[src/rtl/arb_mux_pkg.sv]
// Shared defaults and arbitration-mode constants for the arb_mux slice.
package arb_mux_pkg;

  localparam int unsigned WIDTH_DEF = 32;
  localparam int unsigned N_DEF     = 4;

  localparam logic MODE_RR    = 1'b0;
  localparam logic MODE_FIXED = 1'b1;

endpackage : arb_mux_pkg

[src/rtl/rr_arbiter.sv]
// Grant logic: round-robin pointer plus wrap-around first-set search.
// In fixed-priority mode the search starts at 0 and the pointer is frozen.
module rr_arbiter
  import arb_mux_pkg::*;
#(
  parameter int unsigned N    = N_DEF,
  parameter int unsigned SELW = $clog2(N)
) (
  input  logic            clk,
  input  logic            rst_n,
  input  logic            mode,
  input  logic [N-1:0]    req,
  input  logic            accept,
  output logic            gnt_valid_c,
  output logic [SELW-1:0] gnt_idx_c
);

  logic [SELW-1:0] ptr;
  logic [SELW-1:0] base_c;
  logic [SELW-1:0] cand_c;
  logic [SELW-1:0] ptr_nxt_c;

  // First requester at or above the search base, wrapping from N-1 to 0
  always_comb begin
    gnt_valid_c = 1'b0;
    gnt_idx_c   = '0;
    cand_c      = '0;
    base_c      = (mode == MODE_FIXED) ? '0 : ptr;
    for (int unsigned i = 0; i < N; i++) begin
      cand_c = SELW'((32'(base_c) + i) % N);
      if (!gnt_valid_c && req[cand_c]) begin
        gnt_valid_c = 1'b1;
        gnt_idx_c   = cand_c;
      end
    end
  end

  // Explicit wrap keeps non-power-of-two N correct
  assign ptr_nxt_c = (gnt_idx_c == SELW'(N - 1)) ? '0 : gnt_idx_c + SELW'(1);

  // Pointer advances past the winner only on an accepted round-robin transfer
  always_ff @(posedge clk or negedge rst_n) begin
    if (!rst_n) begin
      ptr <= '0;
    end else if (accept && (mode == MODE_RR)) begin
      ptr <= ptr_nxt_c;
    end
  end

endmodule : rr_arbiter

[src/rtl/arb_mux.sv]
// N-to-1 arbitrated mux with a single registered output stage.
// The output register reloads whenever it is empty or being drained, so a
// steady stream moves one word per cycle with no bubbles.
module arb_mux
  import arb_mux_pkg::*;
#(
  parameter int unsigned WIDTH = WIDTH_DEF,
  parameter int unsigned N     = N_DEF,
  parameter int unsigned SELW  = $clog2(N)
) (
  input  logic               clk,
  input  logic               rst_n,
  input  logic               mode,
  input  logic [N-1:0]       in_valid,
  input  logic [N*WIDTH-1:0] in_data,
  output logic [N-1:0]       in_ready,
  output logic               out_valid,
  output logic [WIDTH-1:0]   out_data,
  output logic [SELW-1:0]    out_sel,
  input  logic               out_ready
);

  logic            load_en_c;
  logic            accept_c;
  logic            gnt_valid_c;
  logic [SELW-1:0] gnt_idx_c;
  logic [WIDTH-1:0] sel_data_c;

  assign load_en_c = !out_valid || out_ready;
  // rst_n gating keeps every ready low while reset is held
  assign accept_c  = rst_n && load_en_c && gnt_valid_c;

  rr_arbiter #(
    .N    (N),
    .SELW (SELW)
  ) u_rr_arbiter (
    .clk         (clk),
    .rst_n       (rst_n),
    .mode        (mode),
    .req         (in_valid),
    .accept      (accept_c),
    .gnt_valid_c (gnt_valid_c),
    .gnt_idx_c   (gnt_idx_c)
  );

  // One-hot ready to the granted channel only when the output can take it
  always_comb begin
    in_ready = '0;
    if (accept_c) begin
      in_ready[gnt_idx_c] = 1'b1;
    end
  end

  // Select the granted channel's word
  always_comb begin
    sel_data_c = '0;
    for (int unsigned i = 0; i < N; i++) begin
      if (gnt_idx_c == SELW'(i)) begin
        sel_data_c = in_data[i*WIDTH +: WIDTH];
      end
    end
  end

  // Output register: load on accept, clear valid on drain, else hold
  always_ff @(posedge clk or negedge rst_n) begin
    if (!rst_n) begin
      out_valid <= 1'b0;
      out_data  <= '0;
      out_sel   <= '0;
    end else if (accept_c) begin
      out_valid <= 1'b1;
      out_data  <= sel_data_c;
      out_sel   <= gnt_idx_c;
    end else if (out_ready) begin
      out_valid <= 1'b0;
    end
  end

endmodule : arb_mux

[config.mk]
export PLATFORM = sky130hd
export DESIGN_NAME = arb_mux
export DESIGN_NICKNAME = d
export VERILOG_FILES = /design/src/rtl/arb_mux_pkg.sv /design/src/rtl/rr_arbiter.sv /design/src/rtl/arb_mux.sv
export SDC_FILE = /design/constraint.sdc
export NUM_CORES = 1
export LEC_CHECK = 0
export ABC_AREA = 1
export BUFFER_PORTS_ARGS = -buffer_cell sky130_fd_sc_hd__buf_2
export CORE_ASPECT_RATIO = 1.5
export CORE_MARGIN = 5
export CORE_UTILIZATION = 35
export DETAILED_ROUTE_END_ITERATION = 7
export PLACE_DENSITY = 0.65
export SYNTH_ARGS = -nofsm -noshare
export SYNTH_HDL_FRONTEND = slang
export SYNTH_HIERARCHICAL = 1
export SYNTH_SLANG_ARGS = --single-unit
[constraint.sdc]
create_clock -name clk -period 3 [get_ports clk]
set_clock_uncertainty 0.2 [all_clocks]
set_input_delay 0.45 -clock clk [delete_from_list [all_inputs] [get_ports clk]]
set_output_delay 0.45 -clock clk [all_outputs]
set_load 0.02 [all_outputs]
==> flow_metrics.py, run 1 <==
metrics = {
    "floorplanning": {
        "fp.dieArea_um2": 9627,
        "top_level_ports": 175,
        "chipHeight_um": 117.7,
        "row_count": 39,
        "core_area_um2": 7564,
        "die_x_um": 81.80,
        "initial_core_util": 0.3578,
    },
    "setup_path": {
        "cp_data_required_time_ns": 2.35,
        "crit_top_cell": "nand2_2",
        "worst_path_largest_cell_delay_ns": 0.45,
        "worstPathArrival_ns": 2.30,
        "largest_fanout_on_the_critical_path": 6,
        "critical_path.cell_chain": "buf_4, nand3b_1, nand2_2, nand2_2, nand2_2, nor2_4, nand4_1, nand4_1, buf_12, nor3_1, buf_2",
        "critPathCaptureType": "primary output",
        "setup.worst_path.start": "u_rr_arbiter/ptr[0]",
        "slowest_stage": "dfrtp_2",
        "critical_path_class": "flop to primary output",
        "worst-path-buf-inv": 3,
        "reg2reg_slack_ns": 0.42,
        "reg2reg_depth": 15,
        "cpLargestDelayFamily": "simple AND/OR/NAND/NOR gates",
        "ff_to_ff_start": "u_rr_arbiter/ptr[0]",
        "crit_path_start_kind": "flop",
        "critical_path.reg2reg.endpoint": "out_data[12]",
    },
    "drt": {
        "first_pass_iters": 4,
        "wire_per_inst_um": 14.27,
        "number_of_design_rule_violations_left_after_detail_routing": 0,
        "drtIter0Drc": 138,
        "drt.antenna.violating_nets": 0,
        "routed_wirelength_um": 10260,
        "viasPerCell": 4.776,
        "vias": 3434,
    },
    "sta": {
        "fin_tns_setup_ns": 0,
        "fin_crit_sh": 0.9823,
        "hold_viol": 0,
        "slew_violations": 0,
        "setup_viol": 0,
        "rsz_0062_raised_after_global_routing": "yes",
        "timing.final.crit_period_ns": 2.947,
        "max_clock_freq_mhz": 339.3,
        "max-slew-margin-rel": 0.6598,
        "fin_worst_hold_slack_ns": 0.07270,
        "measured_slew_at_the_worst_slew_check_pin_ns": 0.5103,
        "setup_slack_ns": 0.05316,
    },
    "layout": {
        "fillCellCount": 787,
        "finish.cell_count_without_fillers": 719,
        "syn_to_final_growth_pct": 45.95,
        "post_layout_inst_area_um2": 3950,
        "finish.net_count": 751,
        "layout-drive-gt1-share": 0.3642,
        "final_cell_mix": "buf_2 (173), nand2_1 (157), nand3_1 (76)",
        "mostFrequentLayoutCell": "buf_2",
    },
    "place": {
        "area_after_detailed_placement_um2": 3660,
        "placed_cells": 700,
        "pre_cts_slack_ns": 0.04590,
        "port_buffers": 174,
        "finalWeightedCongestion": 0.8826,
        "detailedPlacementHpwl_um": 7605,
    },
    "yosys": {
        "synth-seq-area-share": 0.3421,
        "synth_area_leaders": "dfrtp_1 (34%), nand2_1 (22%), nand3_1 (14%)",
        "synth_cell_types": 21,
        "synthesis_stage_register_bit_count": 37,
        "syn_inst": 441,
        "synthesis.area_um2": 2706,
        "yosysTopAreaCellShare": 0.3421,
        "syn-mean-instance-area_um2": 6.137,
        "number_of_nets_in_the_synthesized_netlist": 578,
        "yosys_warnings": 6,
        "synth.largest_area_cell": "dfrtp_1",
    },
    "clock_tree": {
        "cts.sink_count": 37,
        "h_tree_depth": 2,
        "clk_latency_ns": 0.28,
        "clkSlewWorstSetupHoldPaths_ns": 0.06,
        "cts_buffers": 5,
        "clock_tree.root_cell": "clkbuf_16",
        "cts_max_path_buffers": 2,
        "tritoncts": "built",
        "holdBufCountCts": 0,
    },
    "global_route": {
        "globalRouteTotalUtil": 0.2094,
        "grt_max_degree": 45,
        "global_route.overflow_total": 0,
        "antenna_found_initial": 2,
        "grt_pass1_wl_um": 15890,
        "vias_in_the_first_global_route": 3391,
    },
    "job": {
        "timing.max_cap.violations": 0,
    },
    "status": {
        "outcome": "complete, no violations",
    },
    "worst_hold_path": {
        "holdCritPathClass": "input port to asynchronous set/reset pin",
    },
    "pwr": {
        "power.static_leakage_nw": 2.312,
        "peakVddDrop_uv": 442.5,
        "powerDensity_nw_per_um2": 1037,
    },
}
-- worst register-to-register path: cells and delay by family, from the launching register on --
kind | cells | cell delay (ns)
DFF | 1 | 0.45
and+or+nand+nor | 12 | 1.20
buffers and inverters | 3 | 0.66
-- layer usage --
metal / GRT usage / up-vias / part of all wire
li1: - / 1762 / -
met1: 0.2411 / 1526 / 0.39
met2: 0.3644 / 124 / 0.52
met3: 0.04211 / 22 / 0.063
met4: 0.08628 / 0 / 0.032
met5: 0 / - / 0
-- report_power, final --
part	internal [mW]	switching, mW	total, mW
combinational	0.993	1.72	2.71
clock	0.305	0.214	0.518
sequential	0.732	0.133	0.865
-- cell type report --
class / instances / area [um2] / area share
antenna: 2 / 5.005 / 0.001267
clock buffer: 5 / 125.1 / 0.03168
clock inverter: 3 / 17.52 / 0.004435
inverter: 15 / 58.81 / 0.01489
multi-input combinational: 360 / 1598 / 0.4045
sequential: 37 / 927.1 / 0.2347
tap: 102 / 127.6 / 0.03231
timing repair buffer: 195 / 1091 / 0.2762
-- registers in the layout, summed over array words and instances, names as in the netlist --
signal	cells
out_sel	2
out_data	32
u_rr_arbiter/ptr	2
out_valid	1
-- repair_timing --
item | in CTS | in global routing
cloned | 0 | 2
setup buffers | 0 | 7
pin swaps | 0 | 2
resized for setup | 2 | 8
setup endpoints to repair | 2 | 4
-- cells by family after synthesis --
group	count (synthesis)	synth area share
fa+ha+maj	1	0.004622
flops	37	0.3421
simple gates	323	0.5081
compound gates	36	0.06796
buf+inv	44	0.07721
-- cells in the mapped netlist --
master and number:
nand2_1 159, nand4_1 2, nand3_2 4, inv_1 14, dfrtp_1 37, o21ai_0 34, ha_1 1, nand3_1 76
clkbuf_1 10, nor2_4 1, buf_4 3, nand3b_1 1, nor3_1 3, nor2_1 68, nor2_2 1, buf_2 14
o21ai_2 1, inv_2 1, nand2_2 8, a21oi_1 1, buf_6 2
-- stage by stage --
step	utilization	power, mW
3_3_place_gp	0.4839	3.302
3_5_place_dp	0.4839	3.332
2_1_floorplan	-	2.613
5_1_grt	0.5223	4.459
6_report	0.5223	4.097
4_1_cts	0.5034	3.876
-- worst max-delay path by stage --
stage	endpoint	cells past startpoint	slack (ns)
after floorplan	in_ready[2]	12	0.20
after global placement	in_ready[0]	12	0.16
after detailed placement	in_ready[0]	12	0.05
after CTS	in_ready[0]	11	0.01
after global routing	in_ready[1]	11	-0.05
final	in_ready[1]	11	0.05
Note: power is estimated with default switching activity, not from simulation.
==> run 2, diff against run 1 <==
--- a/config.mk
+++ b/config.mk
@@ -9,9 +9,9 @@
 export BUFFER_PORTS_ARGS = -buffer_cell sky130_fd_sc_hd__buf_2
 export CORE_ASPECT_RATIO = 1.5
 export CORE_MARGIN = 5
-export CORE_UTILIZATION = 35
+export CORE_UTILIZATION = 43
 export DETAILED_ROUTE_END_ITERATION = 7
-export PLACE_DENSITY = 0.65
+export PLACE_DENSITY = 0.78
 export SYNTH_ARGS = -nofsm -noshare
 export SYNTH_HDL_FRONTEND = slang
 export SYNTH_HIERARCHICAL = 1
==> flow_metrics.py, run 2 (synthesis gave the netlist of run 1 again) <==
metrics = {
    "status": {
        "outcome": "complete, no violations",
    },
    "floorplanning": {
        "die_x_um": 74.78,
        "row_count": 35,
        "fp.dieArea_um2": 8013,
        "core_area_um2": 6131,
        "initial_core_util": 0.4414,
        "top_level_ports": 175,
        "chipHeight_um": 107.2,
    },
    "clock_tree": {
        "cts_buffers": 5,
        "cts_max_path_buffers": 2,
        "clkSlewWorstSetupHoldPaths_ns": 0.08,
        "clock_tree.root_cell": "clkbuf_8",
        "clk_latency_ns": 0.28,
        "holdBufCountCts": 0,
        "cts.sink_count": 37,
        "h_tree_depth": 2,
        "tritoncts": "built",
    },
    "drt": {
        "vias": 3539,
        "routed_wirelength_um": 9775,
        "drt.antenna.violating_nets": 0,
        "drtIter0Drc": 225,
        "first_pass_iters": 5,
        "number_of_design_rule_violations_left_after_detail_routing": 0,
        "viasPerCell": 5.114,
        "wire_per_inst_um": 14.13,
    },
    "global_route": {
        "grt_max_degree": 38,
        "busiest_layer": "met2",
        "antenna_found_initial": 2,
        "global_route.overflow_total": 0,
        "gr-usage-met1": 0.2891,
        "grt_pass1_wl_um": 15290,
        "vias_in_the_first_global_route": 3425,
        "globalRouteTotalUtil": 0.2451,
        "grt.met2_usage": 0.4145,
        "use_met3": 0.04972,
    },
    "setup_path": {
        "worstPathArrival_ns": 2.21,
        "largest_fanout_on_the_critical_path": 6,
        "cp_data_required_time_ns": 2.35,
        "crit_top_cell": "nand2_2",
        "crit_path_start_kind": "flop",
        "critical_path_class": "flop to primary output",
        "setup.worst_path.start": "u_rr_arbiter/ptr[0]",
        "critPathCaptureType": "primary output",
        "critical_path.cell_chain": "buf_2, nand3b_1, nand2_2, nand2_2, nand2_2, nor2_4, nand4_1, nand4_1, buf_4, nor3_2, buf_2",
        "worst_path_largest_cell_delay_ns": 0.44,
        "ff_to_ff_start": "u_rr_arbiter/ptr[0]",
        "slowest_stage": "dfrtp_2",
    },
    "layout": {
        "largest_register": "out_data",
        "syn_to_final_growth_pct": 41.61,
        "fillCellCount": 618,
        "mostFrequentLayoutCell": "buf_2",
        "ff_latch_area_um2": 927.1,
        "multi_input_comb_area_um2": 1592,
        "finish.cell_count_without_fillers": 692,
        "largest_register_ff_count": 32,
        "layout-drive-gt1-share": 0.3647,
        "biggestRegsByFlops": "out_data x32, out_sel x2, u_rr_arbiter/ptr x2",
        "final_cell_mix": "buf_2 (174), nand2_1 (157), nand3_1 (76)",
        "finish.net_count": 753,
        "post_layout_inst_area_um2": 3832,
    },
    "place": {
        "finalWeightedCongestion": 0.8333,
        "area_after_detailed_placement_um2": 3635,
        "placed_cells": 675,
        "pre_cts_slack_ns": 0.1222,
        "detailedPlacementHpwl_um": 7469,
        "port_buffers": 174,
    },
    "sta": {
        "setup_slack_ns": 0.1371,
        "fin_crit_sh": 0.9543,
        "max_clock_freq_mhz": 349.3,
        "max-slew-margin-rel": 0.6669,
        "measured_slew_at_the_worst_slew_check_pin_ns": 0.4997,
        "setup_viol": 0,
        "slew_violations": 0,
        "hold_viol": 0,
        "timing.final.crit_period_ns": 2.863,
    },
    "pwr": {
        "peakVddDrop_uv": 514.5,
        "totalPowerFinal_mw": 3.926,
        "power.static_leakage_nw": 2.286,
        "powerDensity_nw_per_um2": 1024,
    },
    "job": {
        "timing.max_cap.violations": 0,
    },
    "worst_hold_path": {
        "holdCritPathClass": "input port to asynchronous set/reset pin",
    },
}
## run 2: changes by cell type in the layout (fill, tap and decap cells not counted), moves of 2 or more
| cell | before | now |
|---|---|---|
| clkbuf_16 | 7 | 0 |
| buf_12 | 2 | 0 |
| clkbuf_8 | 0 | 6 |
| buf_4 | 18 | 23 |
| clkinv_2 | 2 | 0 |
## run 2: what timing repair did
action,CTS,global route
cloned,0,0
pin swaps,0,2
endpoints found under the setup margin,2,3
setup buffers,0,8
gates resized for setup,1,6
## run 2: worst paths after layout
path | end | slack [ns] | depth (start not counted)
min reg2reg | out_data[1] | 0.28 | 2
min | out_data[19] | 0.04 | 2
max | in_ready[0] | 0.14 | 11
max in group asynchronous | u_rr_arbiter/ptr[0] | 2.19 | 2
max reg2reg | out_data[21] | 0.36 | 15
min in group clk | out_valid | 0.22 | 3
## run 2: per-stage QoR
| step | setup TNS, ns | hold WS [ns] | util |
|---|---|---|---|
| floorplan | 0 | -0.04559 | - |
| finish | 0 | 0.04020 | 0.6251 |
| global placement | 0 | 0.2579 | 0.5929 |
| global route | -0.007883 | 0.06861 | 0.6251 |
| CTS | 0 | 0.04820 | 0.6120 |
| detailed placement | 0 | 0.2596 | 0.5929 |
## run 2: worst max-delay path, delay by kind of cell (launching register included)
kind	cells	cell delay, ns
DFF	1	0.44
buffers and inverters	3	0.58
and+or+nand+nor	8	0.90
## run 2: metal layers
metal  up-vias  part of all wire
li1       1763                 -
met4         2             0.042
met3        35             0.086
met5         -           0.00072
met2       188              0.51
met1      1551              0.37
## run 2: layout make-up
class,count,share of cell area
clock buffers,7,0.02253
clock inverters,1,0.007835
diodes,1,0.0006530
well taps,74,0.02416
repair buffers,197,0.2723
multi-input cells,360,0.4153
inverters,15,0.01534
flip-flops and latches,37,0.2419
## run 2: power breakdown
part,internal (mW),switching [mW],total [mW]
combinational,0.904,1.70,2.60
clock,0.271,0.183,0.454
sequential,0.731,0.139,0.870
==> run 3, diff against run 2 <==
--- a/config.mk
+++ b/config.mk
@@ -5,13 +5,14 @@
 export SDC_FILE = /design/constraint.sdc
 export NUM_CORES = 1
 export LEC_CHECK = 0
-export ABC_AREA = 1
 export BUFFER_PORTS_ARGS = -buffer_cell sky130_fd_sc_hd__buf_2
+export CELL_PAD_IN_SITES_DETAIL_PLACEMENT = 1
+export CELL_PAD_IN_SITES_GLOBAL_PLACEMENT = 2
 export CORE_ASPECT_RATIO = 1.5
 export CORE_MARGIN = 5
-export CORE_UTILIZATION = 43
+export CORE_UTILIZATION = 25
 export DETAILED_ROUTE_END_ITERATION = 7
-export PLACE_DENSITY = 0.78
+export PLACE_DENSITY = 0.77
 export SYNTH_ARGS = -nofsm -noshare
 export SYNTH_HDL_FRONTEND = slang
 export SYNTH_HIERARCHICAL = 1
==> flow_metrics.py, run 3 <==
metrics = {
    "status": {
        "outcome": "complete, no violations",
    },
    "place": {
        "placed_cells": 496,
        "finalWeightedCongestion": 0.7964,
        "area_after_detailed_placement_um2": 3797,
        "detailedPlacementHpwl_um": 7728,
        "port_buffers": 174,
    },
    "floorplanning": {
        "die_x_um": 93.47,
        "chipHeight_um": 135.2,
        "fp.dieArea_um2": 12640,
        "row_count": 45,
        "core_area_um2": 10190,
        "top_level_ports": 175,
        "initial_core_util": 0.2564,
    },
    "layout": {
        "post_layout_inst_area_um2": 4073,
        "largest_register": "out_data",
        "finish.cell_count_without_fillers": 516,
        "biggestRegsByFlops": "out_data x32, out_sel x2, u_rr_arbiter/ptr x2",
        "post-route-util": 0.3996,
        "syn_to_final_growth_pct": 55.89,
        "final_cell_mix": "buf_2 (174), dfrtp_1 (35), buf_4 (26)",
        "layout-drive-gt1-share": 0.7701,
        "largest_register_ff_count": 32,
        "mostFrequentLayoutCell": "buf_2",
        "finish.net_count": 511,
    },
    "yosys": {
        "synth-main-ff-cell": "dfrtp_1",
        "synth_common_cells": "dfrtp_1 (37), mux4_2 (25), mux2_4 (20)",
        "synth_cell_types": 42,
        "syn_inst": 172,
        "number_of_nets_in_the_synthesized_netlist": 309,
        "synth.largest_area_cell": "dfrtp_1",
        "yosysTopAreaCellShare": 0.3544,
        "share_of_async_settable_or_async_resettable_flops_after_synthesis": 1.000,
        "synth_area_leaders": "dfrtp_1 (35%), mux4_2 (22%), mux2_4 (11%)",
        "syn-mean-instance-area_um2": 15.19,
        "synthesis_stage_register_bit_count": 37,
        "synthMostInstantiatedCell": "dfrtp_1",
        "synthesis.area_um2": 2613,
        "yosys_warnings": 6,
        "synth-seq-area-share": 0.3544,
        "synth_enable_flop_cells": 0,
    },
    "drt": {
        "viasPerCell": 4.688,
        "first_pass_iters": 6,
        "wire_per_inst_um": 18.39,
        "vias": 2419,
        "drtIter0Drc": 35,
        "routed_wirelength_um": 9490,
        "drt.antenna.violating_nets": 0,
        "number_of_design_rule_violations_left_after_detail_routing": 0,
    },
    "clock_tree": {
        "h_tree_depth": 2,
        "tritoncts": "built",
        "clkSlewWorstSetupHoldPaths_ns": 0.06,
        "clk_latency_ns": 0.28,
        "cts.sink_count": 37,
        "cts_buffers": 5,
        "clock_tree.root_cell": "clkbuf_16",
        "cts_max_path_buffers": 2,
    },
    "sta": {
        "hold_viol": 0,
        "max-slew-margin-rel": 0.6693,
        "fin_worst_hold_slack_ns": 0.07155,
        "slew_violations": 0,
        "measured_slew_at_the_worst_slew_check_pin_ns": 0.4960,
        "timing.final.crit_period_ns": 2.928,
        "fin_crit_sh": 0.9759,
        "setup_viol": 0,
        "rsz_0062_raised_after_global_routing": "yes",
        "max_clock_freq_mhz": 341.5,
    },
    "setup_path": {
        "worstPathArrival_ns": 2.89,
        "critPathCaptureType": "flop",
        "critical_path_class": "flop to flop",
        "reg2reg_depth": 9,
        "largest_fanout_on_the_critical_path": 10,
        "ff_to_ff_start": "u_rr_arbiter/ptr[0]",
        "crit_path_start_kind": "flop",
        "reg2reg_slack_ns": 0.07,
        "critical_path.reg2reg.endpoint": "out_data[11]",
        "cp_data_required_time_ns": 2.96,
    },
    "global_route": {
        "vias_in_the_first_global_route": 2668,
        "grt_max_degree": 39,
        "globalRouteTotalUtil": 0.1476,
        "grt_pass1_wl_um": 14220,
        "antenna_found_initial": 3,
        "global_route.overflow_total": 0,
    },
    "worst_hold_path": {
        "holdCritPathClass": "input port to asynchronous set/reset pin",
    },
    "job": {
        "timing.max_cap.violations": 0,
    },
    "pwr": {
        "power.static_leakage_nw": 1.966,
        "powerDensity_nw_per_um2": 888.1,
        "peakVddDrop_uv": 229.5,
    },
}
## run 3: cell count changes after synthesis, sizes merged, moves of 3 or more
cell and change:
a21oi +4, buf -6, clkbuf -9, inv -13, mux2 +36, mux4 +32
nand2 -162, nand2b +3, nand3 -78, nor2 -61, o21ai -29
## run 3: area by class of cell
type	instances	area (um2)
Tap cell	141	176.4
Timing Repair Buffer	209	1229
Clock buffer	7	142.6
Fill cell	1140	6118
Sequential cell	37	928.4
Inverter	2	7.507
Multi-Input combinational cell	119	1587
Antenna cell	1	2.502
## run 3: repair_timing
item	4_1_cts	5_1_grt
endpoints found under the setup margin	7	25
gates resized for setup	3	9
pin swaps	1	2
buffers inserted	1	11
hold buffers	0	0
## run 3: critical path, cell delays in order, from the launching register on
cell     delay (ns)
dfrtp_2        0.44
buf_4          0.17
a22oi_1        0.07
o221a_2        0.27
o21ai_4        0.20
mux2i_4        0.32
buf_6          0.16
buf_12         0.14
mux4_1         0.55
mux2_2         0.28
## run 3: per-layer routing
layer	wire length, um	track usage	vias to the layer above
met5	34	0	-
met4	178	0.05379	4
met3	846	0.04169	16
met2	5140	0.2718	109
met1	3291	0.1577	1196
li1	-	-	1094
## run 3: worst max path at each step
| stage | from | end | slack (ns) |
|---|---|---|---|
| floorplan | mode | in_ready[1] | 0.11 |
| global placement | in_valid[2] | out_data[3] | -0.003 |
| detailed placement | mode | out_data[11] | -0.04 |
| CTS | u_rr_arbiter/ptr[0] | in_ready[1] | 0.007 |
| global route | u_rr_arbiter/ptr[0] | out_data[14] | -0.03 |
| finish | u_rr_arbiter/ptr[0] | out_data[11] | 0.07 |
## run 3: logic make-up (layout without fill, tap and decap cells)
logic type / Yosys count / in the layout / synth area share
mux: 70 / 70 / 0.4775
simple gates: 28 / 28 / 0.05603
other cells: 0 / 1 / 0
buf+inv: 16 / 218 / 0.05267
flops: 37 / 37 / 0.3544
compound gates: 20 / 20 / 0.05460
fa+ha+maj: 1 / 1 / 0.004789
## run 3: where the power goes
group	internal [mW]	switching [mW]	leakage, nW
combinational	1.20	1.00	1.46
sequential	0.752	0.147	0.432
clock	0.326	0.192	0.0700
total	2.28	1.34	1.97
## run 3: through the flow
step                 TNS (ns)  power, mW  setup slack [ns]
floorplan                   0      2.310            0.1061
global placement    -0.006322      2.927         -0.003257
detailed placement    -0.1395      2.977          -0.04013
CTS                         0      3.537          0.007347
global route          -0.1085      3.838          -0.03178
finish                      0      3.617           0.07215
